[config.mk]
export PLATFORM = sky130hd
export DESIGN_NAME = lcd_char_writer
export DESIGN_NICKNAME = d
export VERILOG_FILES = /design/src/rtl/lcd_pkg.sv /design/src/rtl/lcd_write_strobe.sv /design/src/rtl/lcd_char_writer.sv
export SDC_FILE = /design/constraint.sdc
export NUM_CORES = 1
export LEC_CHECK = 0
export BUFFER_PORTS_ARGS = -buffer_cell sky130_fd_sc_hd__buf_2
export CORE_ASPECT_RATIO = 0.9
export CORE_MARGIN = 2
export CORE_UTILIZATION = 45
export CTS_CLUSTER_SIZE = 40
export DETAILED_ROUTE_END_ITERATION = 6
export PLACE_DENSITY_LB_ADDON = 0.3
export REMOVE_ABC_BUFFERS = 1
export SETUP_SLACK_MARGIN = 0.02
export SYNTH_ARGS = -nofsm -noshare
export SYNTH_HDL_FRONTEND = slang
export SYNTH_HIERARCHICAL = 1
export SYNTH_SLANG_ARGS = --single-unit
[constraint.sdc]
create_clock -name CLK_50MHZ -period 3.2 [get_ports CLK_50MHZ]
set_input_delay 0.64 -clock CLK_50MHZ [delete_from_list [all_inputs] [get_ports CLK_50MHZ]]
set_output_delay 0.64 -clock CLK_50MHZ [all_outputs]
set_load 0.01 [all_outputs]
[src/rtl/lcd_pkg.sv]
// Shared constants and types for the Spartan-3AN character LCD datapath
// (init sequencer and character writer).
package lcd_pkg;

  localparam logic [7:0] SET_DDRAM        = 8'h80;
  localparam logic [7:0] LINE2_BASE       = 8'h40;
  localparam logic [7:0] CMD_FUNCTION_SET = 8'h38;
  localparam logic [7:0] CMD_ENTRY_MODE   = 8'h06;
  localparam logic [7:0] CMD_DISPLAY_ON   = 8'h0C;
  localparam logic [7:0] CMD_CLEAR        = 8'h01;

  localparam int DEF_E_SETUP_CYCLES   = 2;
  localparam int DEF_E_PULSE_CYCLES   = 12;
  localparam int DEF_EXEC_WAIT_CYCLES = 2000;
  localparam int DEF_COLS             = 16;

  // IDLE must stay at zero: it is the LED debug value seen out of reset.
  typedef enum logic [3:0] {
    ST_IDLE       = 4'd0,
    ST_READY      = 4'd1,
    ST_ADDR_SETUP = 4'd2,
    ST_ADDR_PULSE = 4'd3,
    ST_ADDR_WAIT  = 4'd4,
    ST_DATA_SETUP = 4'd5,
    ST_DATA_PULSE = 4'd6,
    ST_DATA_WAIT  = 4'd7
  } writer_state_e;

  typedef enum logic [1:0] {
    PH_IDLE,
    PH_SETUP,
    PH_PULSE,
    PH_WAIT
  } strobe_phase_e;

  function automatic logic [7:0] ddram_cmd(input logic row, input logic [6:0] col);
    return SET_DDRAM | (row ? LINE2_BASE : 8'h00) | {1'b0, col};
  endfunction

endpackage

[src/rtl/lcd_write_strobe.sv]
// One LCD bus write: bus setup with E low, E pulse, then execution wait.
// A single down-counter times all three sub-phases; start may coincide with done.
module lcd_write_strobe
  import lcd_pkg::*;
#(
  parameter int E_SETUP_CYCLES   = DEF_E_SETUP_CYCLES,
  parameter int E_PULSE_CYCLES   = DEF_E_PULSE_CYCLES,
  parameter int EXEC_WAIT_CYCLES = DEF_EXEC_WAIT_CYCLES
) (
  input  logic       clk,
  input  logic       rst_n,
  input  logic       abort,
  input  logic       start,
  input  logic       rs,
  input  logic [7:0] db,
  output logic       step,
  output logic       done,
  output logic       LCD_E,
  output logic       LCD_RS,
  output logic [7:0] LCD_DB
);

  localparam int CNT_W = $clog2(EXEC_WAIT_CYCLES + 1);
  localparam logic [CNT_W-1:0] LOAD_SETUP = CNT_W'(E_SETUP_CYCLES - 1);
  localparam logic [CNT_W-1:0] LOAD_PULSE = CNT_W'(E_PULSE_CYCLES - 1);
  localparam logic [CNT_W-1:0] LOAD_WAIT  = CNT_W'(EXEC_WAIT_CYCLES - 1);

  strobe_phase_e    phase_q, phase_d;
  logic [CNT_W-1:0] cnt_q, cnt_d;
  logic             e_q, e_d;
  logic             rs_q, rs_d;
  logic [7:0]       db_q, db_d;

  assign step   = (phase_q != PH_IDLE) && (cnt_q == '0);
  assign done   = step && (phase_q == PH_WAIT);
  assign LCD_E  = e_q;
  assign LCD_RS = rs_q;
  assign LCD_DB = db_q;

  always_comb begin
    // NOTE: every variable gets a default first, so no path can infer a latch.
    phase_d = phase_q;
    cnt_d   = cnt_q;
    e_d     = e_q;
    rs_d    = rs_q;
    db_d    = db_q;
    if (abort) begin
      phase_d = PH_IDLE;
      cnt_d   = '0;
      e_d     = 1'b0;
      rs_d    = 1'b0;
      db_d    = '0;
    end else if (start) begin
      phase_d = PH_SETUP;
      cnt_d   = LOAD_SETUP;
      e_d     = 1'b0;
      rs_d    = rs;
      db_d    = db;
    end else if (phase_q != PH_IDLE) begin
      if (cnt_q != '0) begin
        cnt_d = cnt_q - 1'b1;
      end else begin
        case (phase_q)
          PH_SETUP: begin phase_d = PH_PULSE; cnt_d = LOAD_PULSE; e_d = 1'b1; end
          PH_PULSE: begin phase_d = PH_WAIT;  cnt_d = LOAD_WAIT;  e_d = 1'b0; end
          default:  phase_d = PH_IDLE;
        endcase
      end
    end
  end

  // Async reset also forces E low mid-pulse without waiting for a clock edge.
  always_ff @(posedge clk or negedge rst_n) begin
    if (!rst_n) begin
      phase_q <= PH_IDLE;
      cnt_q   <= '0;
      e_q     <= 1'b0;
      rs_q    <= 1'b0;
      db_q    <= '0;
    end else begin
      // NOTE: non-blocking, so every register here samples pre-edge values.
      phase_q <= phase_d;
      cnt_q   <= cnt_d;
      e_q     <= e_d;
      rs_q    <= rs_d;
      db_q    <= db_d;
    end
  end

endmodule

[src/rtl/lcd_char_writer.sv]
// Character writer: owns the LCD bus once INIT_DONE is high, tracks a 2-line
// cursor and emits Set-DDRAM-Address only when the cursor is not contiguous.
module lcd_char_writer
  import lcd_pkg::*;
#(
  parameter int E_SETUP_CYCLES   = DEF_E_SETUP_CYCLES,
  parameter int E_PULSE_CYCLES   = DEF_E_PULSE_CYCLES,
  parameter int EXEC_WAIT_CYCLES = DEF_EXEC_WAIT_CYCLES,
  parameter int COLS             = DEF_COLS
) (
  input  logic       CLK_50MHZ,
  input  logic       BTN_SOUTH_N,
  input  logic       INIT_DONE,
  input  logic       CHAR_VALID,
  input  logic [7:0] CHAR_DATA,
  output logic       CHAR_READY,
  input  logic       HOME_REQ,
  output logic [7:0] LCD_DB,
  output logic       LCD_E,
  output logic       LCD_RS,
  output logic       LCD_RW,
  output logic [7:0] LED
);

  localparam int COL_W = (COLS > 1) ? $clog2(COLS) : 1;
  localparam logic [COL_W-1:0] LAST_COL = COL_W'(COLS - 1);

  writer_state_e    state_q, state_d;
  logic             row_q, row_d;
  logic [COL_W-1:0] col_q, col_d;
  logic             need_addr_q, need_addr_d;
  logic [7:0]       char_q, char_d;
  logic             ready_q;

  logic       wr_start, wr_rs, wr_step, wr_done;
  logic [7:0] wr_db;

  always_comb begin
    state_d     = state_q;
    row_d       = row_q;
    col_d       = col_q;
    need_addr_d = need_addr_q;
    char_d      = char_q;
    wr_start    = 1'b0;
    wr_rs       = 1'b0;
    wr_db       = '0;
    if (!INIT_DONE) begin
      state_d     = ST_IDLE;
      row_d       = 1'b0;
      col_d       = '0;
      need_addr_d = 1'b1;
    end else begin
      case (state_q)
        ST_IDLE: state_d = ST_READY;
        ST_READY: begin
          // Home applies first so a same-cycle character lands at address 0x00.
          if (HOME_REQ) begin
            row_d       = 1'b0;
            col_d       = '0;
            need_addr_d = 1'b1;
          end
          if (CHAR_VALID) begin
            char_d   = CHAR_DATA;
            wr_start = 1'b1;
            if (need_addr_d) begin
              wr_db   = ddram_cmd(row_d, 7'(col_d));
              state_d = ST_ADDR_SETUP;
            end else begin
              wr_rs   = 1'b1;
              wr_db   = CHAR_DATA;
              state_d = ST_DATA_SETUP;
            end
          end
        end
        ST_ADDR_SETUP: if (wr_step) state_d = ST_ADDR_PULSE;
        ST_ADDR_PULSE: if (wr_step) state_d = ST_ADDR_WAIT;
        ST_ADDR_WAIT: if (wr_done) begin
          need_addr_d = 1'b0;
          wr_start    = 1'b1;
          wr_rs       = 1'b1;
          wr_db       = char_q;
          state_d     = ST_DATA_SETUP;
        end
        ST_DATA_SETUP: if (wr_step) state_d = ST_DATA_PULSE;
        ST_DATA_PULSE: if (wr_step) state_d = ST_DATA_WAIT;
        ST_DATA_WAIT: if (wr_done) begin
          state_d = ST_READY;
          if (col_q == LAST_COL) begin
            col_d       = '0;
            row_d       = ~row_q;
            need_addr_d = 1'b1;
          end else begin
            col_d = col_q + 1'b1;
          end
        end
        default: state_d = ST_IDLE;
      endcase
    end
  end

  always_ff @(posedge CLK_50MHZ or negedge BTN_SOUTH_N) begin
    if (!BTN_SOUTH_N) begin
      state_q     <= ST_IDLE;
      row_q       <= 1'b0;
      col_q       <= '0;
      need_addr_q <= 1'b1;
      char_q      <= '0;
      ready_q     <= 1'b0;
    end else begin
      state_q     <= state_d;
      row_q       <= row_d;
      col_q       <= col_d;
      need_addr_q <= need_addr_d;
      char_q      <= char_d;
      ready_q     <= (state_d == ST_READY);
    end
  end

  lcd_write_strobe #(
    .E_SETUP_CYCLES  (E_SETUP_CYCLES),
    .E_PULSE_CYCLES  (E_PULSE_CYCLES),
    .EXEC_WAIT_CYCLES(EXEC_WAIT_CYCLES)
  ) u_strobe (
    .clk   (CLK_50MHZ),
    .rst_n (BTN_SOUTH_N),
    .abort (~INIT_DONE),
    .start (wr_start),
    .rs    (wr_rs),
    .db    (wr_db),
    .step  (wr_step),
    .done  (wr_done),
    .LCD_E (LCD_E),
    .LCD_RS(LCD_RS),
    .LCD_DB(LCD_DB)
  );

  assign CHAR_READY = ready_q;
  assign LCD_RW     = 1'b0;
  assign LED        = {4'b0000, state_q};

endmodule

==> metrics.log, run 1 <==
INFO  metric cts.htree.levels = 2
INFO  metric core_area = between 5000 and 6000 µm²
INFO  metric vias = between 2000 and 2500
INFO  metric synth_most_common_cell = dfrtp_1
INFO  metric groute.usage.overall = about 19%
INFO  metric max_cap_viol_count = 0
INFO  metric dr.pass1.iters = 5
INFO  metric ant_nets = 0
INFO  metric report.final.hold_viol_count = 0
INFO  metric async_set_reset_flop_share_out_of_synthesis = between 90% and 100%
INFO  metric synthCells = 276
INFO  metric synthTopCellsByArea = dfrtp_1 39%, nor2_1 4.5%, mux2i_1 4.2%
INFO  metric cts.repair.resized = 0
INFO  metric totalPowerFinal = between 0.001 and 0.0015 W
INFO  metric fin_hold_ws = between 0.4 and 0.5 ns
INFO  metric synth_largest_type_area_fraction = 39.4%
INFO  metric setup.worst_path.end_class = flop
INFO  metric power.share.combinational = a little over a tenth
INFO  metric start_kind = flop
INFO  metric timing.critical_path.arrival = 3.13 ns
INFO  metric tritoncts = done
INFO  metric postSynthRegisterBits = 42
INFO  metric rows = 26
INFO  metric worstSkewPairLatency = around 0.3 ns
INFO  metric areaGrowthSynthToFinish = 10.5%
INFO  metric reg2reg_from = u_strobe/cnt_q[0]
INFO  metric finish.net_count = ~320
INFO  metric yosys_warnings = 6
INFO  metric first_global_vias = roughly 2100
INFO  metric path_class = reg2reg
INFO  metric antenna_found_initial = 0
INFO  metric wl = roughly 6000 µm
INFO  metric numClockSinks = 42
INFO  metric p_int = 0.000762 W
INFO  metric postCtsSetupBuffers = 0
INFO  metric drc_errors = 0
INFO  metric synthDominantAreaCellType = dfrtp_1
INFO  metric worst_setup_hold_path_clk_slew = ~0.090 ns
INFO  metric gp_congestion = 0.856
INFO  metric required = about 3.4 ns
INFO  metric grt_start_max_net_pins = 43
INFO  metric hold_path.class = in2async
INFO  metric grt_first_pass_wirelength = between 10000 and 15000 µm
INFO  metric power_frac_seq = 55.8%
INFO  metric max_freq = about 340 MHz
INFO  metric gr-total-overflow = 0
INFO  metric die_area = between 6000 and 7000 µm²
INFO  metric total_clock_buffers_created_by_cts = 5
INFO  metric vdd_drop_max = between 200 and 300 µV
INFO  metric antenna_cells_inserted = 0
INFO  metric seq_area_frac_synth = approximately 40%
INFO  metric wl_per_cell = ~16 µm
INFO  metric total_switching_power = 0.000279 W
INFO  metric setup_viol = 0
INFO  metric routed_via_density = 5.93
INFO  metric finClkSkew = 0.00595 ns
INFO  metric reg2reg_setup_slack = ~0.3 ns
INFO  metric worstReg2RegEnd = u_strobe/cnt_q[9]
INFO  metric hpwl = about 4300 µm
INFO  metric chipHeight = 76.1 µm
INFO  metric final_min_period_over_clock_period = just over 90%
INFO  metric slew_worst_pin = around 0.90 ns
INFO  metric netSwitchingFraction = around 27%
INFO  metric relative_contribution_of_the_clock_network_to_total_power = around 33%
INFO  metric ctsHoldBuffers = 0
INFO  metric netlist_top_cells_count = 41 x dfrtp_1, 31 x nor2_1, 17 x inv_1
INFO  metric synth_ff_type = dfrtp_1
INFO  metric synth_enable_flop_cells = 0
INFO  metric path_max_fanout = 8
INFO  metric ioPinCount = 33
INFO  metric placement.io_buffers = 27
INFO  metric run_status = finished, final reports clean
INFO  metric distinct_cell_type_count_after_synthesis = 58
INFO  metric power_per_unit_of_standard_cell_area = approximately 360 nW/µm²
INFO  metric layout_min_cycle_time = slightly below 3 ns
INFO  metric clock-root-buffer = clkbuf_8
INFO  metric syn_area_per_cell = between 9 and 10 µm²
INFO  metric reg2regPathDepth = 13
INFO  metric power.leakage = 1.29 nW
INFO  metric max_slew_headroom_at_the_worst_pin = approximately two fifths
INFO  metric post-route-util = 51.1%
INFO  metric drt-initial-drc-count = 404
INFO  metric mappedNetlistArea = approximately 2600 µm²
INFO  metric max-clock-path-buffers = 2
INFO  metric final_layout_size_suffix_gt1_share = a little over 20%
INFO  metric totalNegativeSetupSlack = 0 ns
INFO  metric rsz0062_at_grt = false
INFO  metric chipWidth = roughly 84 µm
INFO  metric starting_density_of_the_core = a little under half
INFO  metric finalMaxSlewViolations = 0
## final cells by class
class / instances / area [µm²]
Timing Repair Buffer: 34 / 188
Tap cell: 70 / 87.6
Fill cell: 548 / 2750
Clock buffer: 5 / 68.8
Clock inverter: 3 / 21.3
Inverter: 17 / 63.8
Multi-Input combinational cell: 203 / 1400
Sequential cell: 42 / 1050
## state kept, by name (all words and copies together), names as in the netlist
| register | cells |
|---|---|
| col_q | 4 |
| need_addr_q | 1 |
| u_strobe/phase_q | 2 |
| row_q | 1 |
| u_strobe/LCD_RS | 1 |
| u_strobe/LCD_E | 1 |
| CHAR_READY | 1 |
| u_strobe/LCD_DB | 8 |
| char_q | 8 |
| state_q | 4 |
| u_strobe/cnt_q | 11 |
## critical path, cell delays in order (launching register included)
cell      delay [ns]
dfrtp_1         0.39
inv_1           0.09
ha_1            0.24
nor2b_1         0.15
and4b_1         0.21
and2_1          0.18
nand2_1         0.10
nor4_1          0.08
nor2_1          0.12
nor2_1          0.08
nor3_1          0.69
nand2_1         0.16
a211oi_1        0.22
o21bai_1        0.13
## metal layers
layer  wire length (µm)  GRT usage, %
met5                  0             0
met3                345          2.93
met4                 68          5.32
met1               3000          29.7
met2               2570          28.2
## how the worst max path moves through the flow
stage / end / cells after the start / startpoint / slack [ns]
3_5_place_dp: u_strobe/cnt_q[9] / 12 / u_strobe/phase_q[0] / 0.40
4_1_cts: u_strobe/cnt_q[9] / 12 / u_strobe/phase_q[0] / 0.35
3_3_place_gp: u_strobe/cnt_q[9] / 13 / u_strobe/cnt_q[0] / 0.50
6_report: u_strobe/cnt_q[9] / 13 / u_strobe/cnt_q[0] / 0.29
5_1_grt: u_strobe/cnt_q[9] / 13 / u_strobe/cnt_q[0] / 0.02
2_1_floorplan: u_strobe/LCD_E / 11 / u_strobe/cnt_q[3] / -1.13
## power groups by stage
stage | registers (W) | clock network [W] | logic (W)
3_3_place_gp | 0.000589 | 0 | 0.000112
6_report | 0.000581 | 0.000348 | 0.000113
4_1_cts | 0.000580 | 0.000356 | 0.000114
5_1_grt | 0.000584 | 0.000387 | 0.000127
3_5_place_dp | 0.000591 | 0 | 0.000114
2_1_floorplan | 0.000587 | 0 | 0.0000690
## cells by family after synthesis
kind of cell	after synthesis	synth area share (%)
AO/OA/AOI/OAI	71	19.2
XOR/XNOR	2	0.673
adder cells (fa/ha/maj)	7	3.37
buffers and inverters	36	6.68
flip-flops	42	40.4
multiplexers	20	8.13
other	1	0.144
AND/OR/NAND/NOR	97	21.4
## metrics by stage
stage / setup WS [ns] / cells / cell area, µm²
floorplan: -1.13 / 262 / 2510
global placement: 0.498 / 366 / 2790
detailed placement: 0.400 / 366 / 2790
CTS: 0.352 / 374 / 2880
global route: 0.0207 / 374 / 2880
finish: 0.292 / 374 / 2880
## placed cells by master (no fill, tap or decap), types with 3 or more instances in the layout
cell / n
ha_1: 7
a31oi_1: 8
a222oi_1: 5
nor2b_1: 4
nand4_1: 6
a22oi_1: 4
conb_1: 6
buf_4: 7
a32oi_1: 3
nand2_1: 15
nand3_1: 11
o22ai_1: 4
o211ai_1: 4
or3_1: 3
a21oi_1: 11
o21a_1: 6
mux2_2: 9
dfrtp_1: 41
mux2i_1: 11
inv_1: 17
buf_2: 27
nor2_1: 31
clkbuf_8: 5
nor3_1: 5
o21ai_0: 9
(Power assumes the default switching activity.)
==> run 2, diff against run 1 <==
--- a/config.mk
+++ b/config.mk
@@ -8,7 +8,7 @@
 export BUFFER_PORTS_ARGS = -buffer_cell sky130_fd_sc_hd__buf_2
 export CORE_ASPECT_RATIO = 0.9
 export CORE_MARGIN = 2
-export CORE_UTILIZATION = 45
+export CORE_UTILIZATION = 35
 export CTS_CLUSTER_SIZE = 40
 export DETAILED_ROUTE_END_ITERATION = 6
 export PLACE_DENSITY_LB_ADDON = 0.3
==> run 2 against run 1 <==
Against the previous run:
- die area up 27%
- clock skew increased by 0.0071 ns
- wire length rose by 3.6%
- count of clock-buffer cells in the layout did not move
- flip-flop and latch count unchanged
- largest power group unchanged
==> metrics.log, run 2 (synthesis results as in run 1) <==
INFO  metric max_freq = between 300 and 400 MHz
INFO  metric ant_nets = 0
INFO  metric gp_congestion = about 0.82
INFO  metric drc_errors = 0
INFO  metric wl = between 6000 and 7000 µm
INFO  metric power.leakage = approximately 1.3 nW
INFO  metric first_global_vias = around 2100
INFO  metric layout_min_cycle_time = roughly 2.8 ns
INFO  metric slew_worst_pin = a little under 1 ns
INFO  metric antenna_found_initial = 0
INFO  metric fin_hold_ws = about 0.47 ns
INFO  metric wl_per_cell = roughly 16 µm
INFO  metric run_status = finished, final reports clean
INFO  metric ctsHoldBuffers = 0
INFO  metric worstSkewPairLatency = slightly above 0.3 ns
INFO  metric total_switching_power = between 0.0003 and 0.0004 W
INFO  metric timing.critical_path.arrival = just over 3 ns
INFO  metric total_clock_buffers_created_by_cts = 5
INFO  metric relative_contribution_of_the_clock_network_to_total_power = 35.5%
INFO  metric path_class = reg2reg
INFO  metric placement.io_buffers = 27
INFO  metric max_slew_headroom_at_the_worst_pin = a little over a third
INFO  metric post-place-ws = 0.374 ns
INFO  metric finish.net_count = 324
INFO  metric rows = 29
INFO  metric starting_density_of_the_core = between 30% and 40%
INFO  metric gr-total-overflow = 0
INFO  metric grt_start_max_net_pins = 43
INFO  metric totalPowerFinal = between 0.001 and 0.0015 W
INFO  metric chipHeight = between 80 and 90 µm
INFO  metric postLayoutSetupSlackWorst = a little under 0.4 ns
INFO  metric power_frac_seq = a little over half
INFO  metric routed_via_density = ~5.5
INFO  metric die_area = between 8000 and 9000 µm²
INFO  metric clock-root-buffer = clkbuf_8
INFO  metric dr.pass1.iters = 5
INFO  metric most-common-layout-cells = 41 x dfrtp_1, 31 x nor2_1, 27 x buf_2
INFO  metric chipWidth = 94.9 µm
INFO  metric groute.usage.overall = between 10% and 20%
INFO  metric antenna_cells_inserted = 0
INFO  metric areaGrowthSynthToFinish = 12.4%
INFO  metric numClockSinks = 42
INFO  metric totalNegativeSetupSlack = 0 ns
INFO  metric leading_cell_type_in_the_layout_fill_and_taps_excluded = dfrtp_1
INFO  metric p_int = between 0.0007 and 0.0008 W
INFO  metric max_cap_viol_count = 0
INFO  metric finalMaxSlewViolations = 0
INFO  metric finClkSkew = between 0.01 and 0.015 ns
INFO  metric cts.htree.levels = 2
INFO  metric largest_reg_flops = 11
INFO  metric grt_first_pass_wirelength = ~11000 µm
INFO  metric required = around 3.4 ns
INFO  metric hold_path.class = in2async
INFO  metric final_layout_size_suffix_gt1_share = 21.3%
INFO  metric largest_register = u_strobe/cnt_q
INFO  metric drt-initial-drc-count = between 200 and 250
INFO  metric post-route-util = just over 40%
INFO  metric rsz0062_at_grt = false
INFO  metric core_area = 7110 µm²
INFO  metric vias = between 2000 and 2500
INFO  metric setup.worst_path.end_class = flop
INFO  metric tritoncts = done
INFO  metric power_per_unit_of_standard_cell_area = ~370 nW/µm²
INFO  metric setup_viol = 0
INFO  metric netSwitchingFraction = between 20% and 30%
INFO  metric final_min_period_over_clock_period = 87.8%
INFO  metric start_kind = flop
INFO  metric worst_setup_hold_path_clk_slew = approximately 0.10 ns
INFO  metric power.share.combinational = around a tenth
INFO  metric vdd_drop_max = roughly 190 µV
INFO  metric max-clock-path-buffers = 2
INFO  metric hpwl = ~4400 µm
INFO  metric ioPinCount = 33
INFO  metric report.final.hold_viol_count = 0
INFO  metric path_max_fanout = 13
[run 2: cell types whose count changed in the layout (fill, tap and decap cells not counted)]
| cell | before | now |
|---|---|---|
| buf_4 | 7 | 8 |
| clkinv_2 | 1 | 0 |
| clkinvlp_4 | 1 | 0 |
| inv_6 | 0 | 1 |
| inv_8 | 0 | 1 |
| nor3_1 | 5 | 4 |
| nor3_2 | 0 | 1 |
[run 2: cell type report]
| class | instances | area [µm²] |
|---|---|---|
| tap | 93 | 116 |
| timing repair buffer | 35 | 195 |
| fill | 720 | 4190 |
| clock inverter | 3 | 28.8 |
| inverter | 17 | 63.8 |
| clock buffer | 5 | 68.8 |
| multi-input combinational | 203 | 1400 |
| sequential | 42 | 1050 |
[run 2: repair_timing]
item,4_1_cts,5_1_grt
buffers inserted,0,0
gates resized for setup,0,1
endpoints found under the setup margin,0,1
[run 2: through the flow]
| stage | area [µm²] | std cells |
|---|---|---|
| 2_1_floorplan | 2510 | 262 |
| 3_3_place_gp | 2820 | 390 |
| 3_5_place_dp | 2820 | 390 |
| 4_1_cts | 2920 | 398 |
| 5_1_grt | 2930 | 398 |
| 6_report | 2930 | 398 |
[run 2: metal layers]
layer / vias up / routed length, µm / track usage (%)
met5: - / 0 / 0
met4: 0 / 69 / 4.74
met3: 6 / 314 / 2.90
met2: 66 / 2650 / 23.3
met1: 1052 / 3170 / 25.2
li1: 1066 / - / -
[run 2: critical path: stages (launching register included)]
cell	delay, ns
dfrtp_1	0.44
nor4_4	0.46
and4b_1	0.27
and2_1	0.16
nand2_1	0.07
nor4_1	0.26
nor2_1	0.07
nor2_1	0.30
nor2_1	0.29
nand2_1	0.13
a21oi_1	0.04
a41o_1	0.20
[run 2: worst paths after layout]
check / startpoint / endpoint / slack (ns) / cells after the start
worst min register to register: u_strobe/cnt_q[10] / u_strobe/cnt_q[10] / 0.52 / 1
worst max register to register: u_strobe/cnt_q[6] / u_strobe/LCD_E / 0.39 / 11
max in group asynchronous: BTN_SOUTH_N / u_strobe/cnt_q[0] / 2.11 / 1
worst max-delay path: u_strobe/cnt_q[6] / u_strobe/LCD_E / 0.39 / 11
min in group CLK_50MHZ: u_strobe/cnt_q[10] / u_strobe/cnt_q[10] / 0.52 / 1
worst min-delay path: BTN_SOUTH_N / u_strobe/LCD_DB[1] / 0.47 / 1
[run 2: power groups by stage]
stage	Clock (W)	Combinational (W)	Sequential, W
2_1_floorplan	0	0.0000690	0.000587
3_3_place_gp	0	0.000114	0.000589
3_5_place_dp	0	0.000115	0.000591
4_1_cts	0.000394	0.000116	0.000580
5_1_grt	0.000415	0.000126	0.000584
6_report	0.000382	0.000115	0.000580
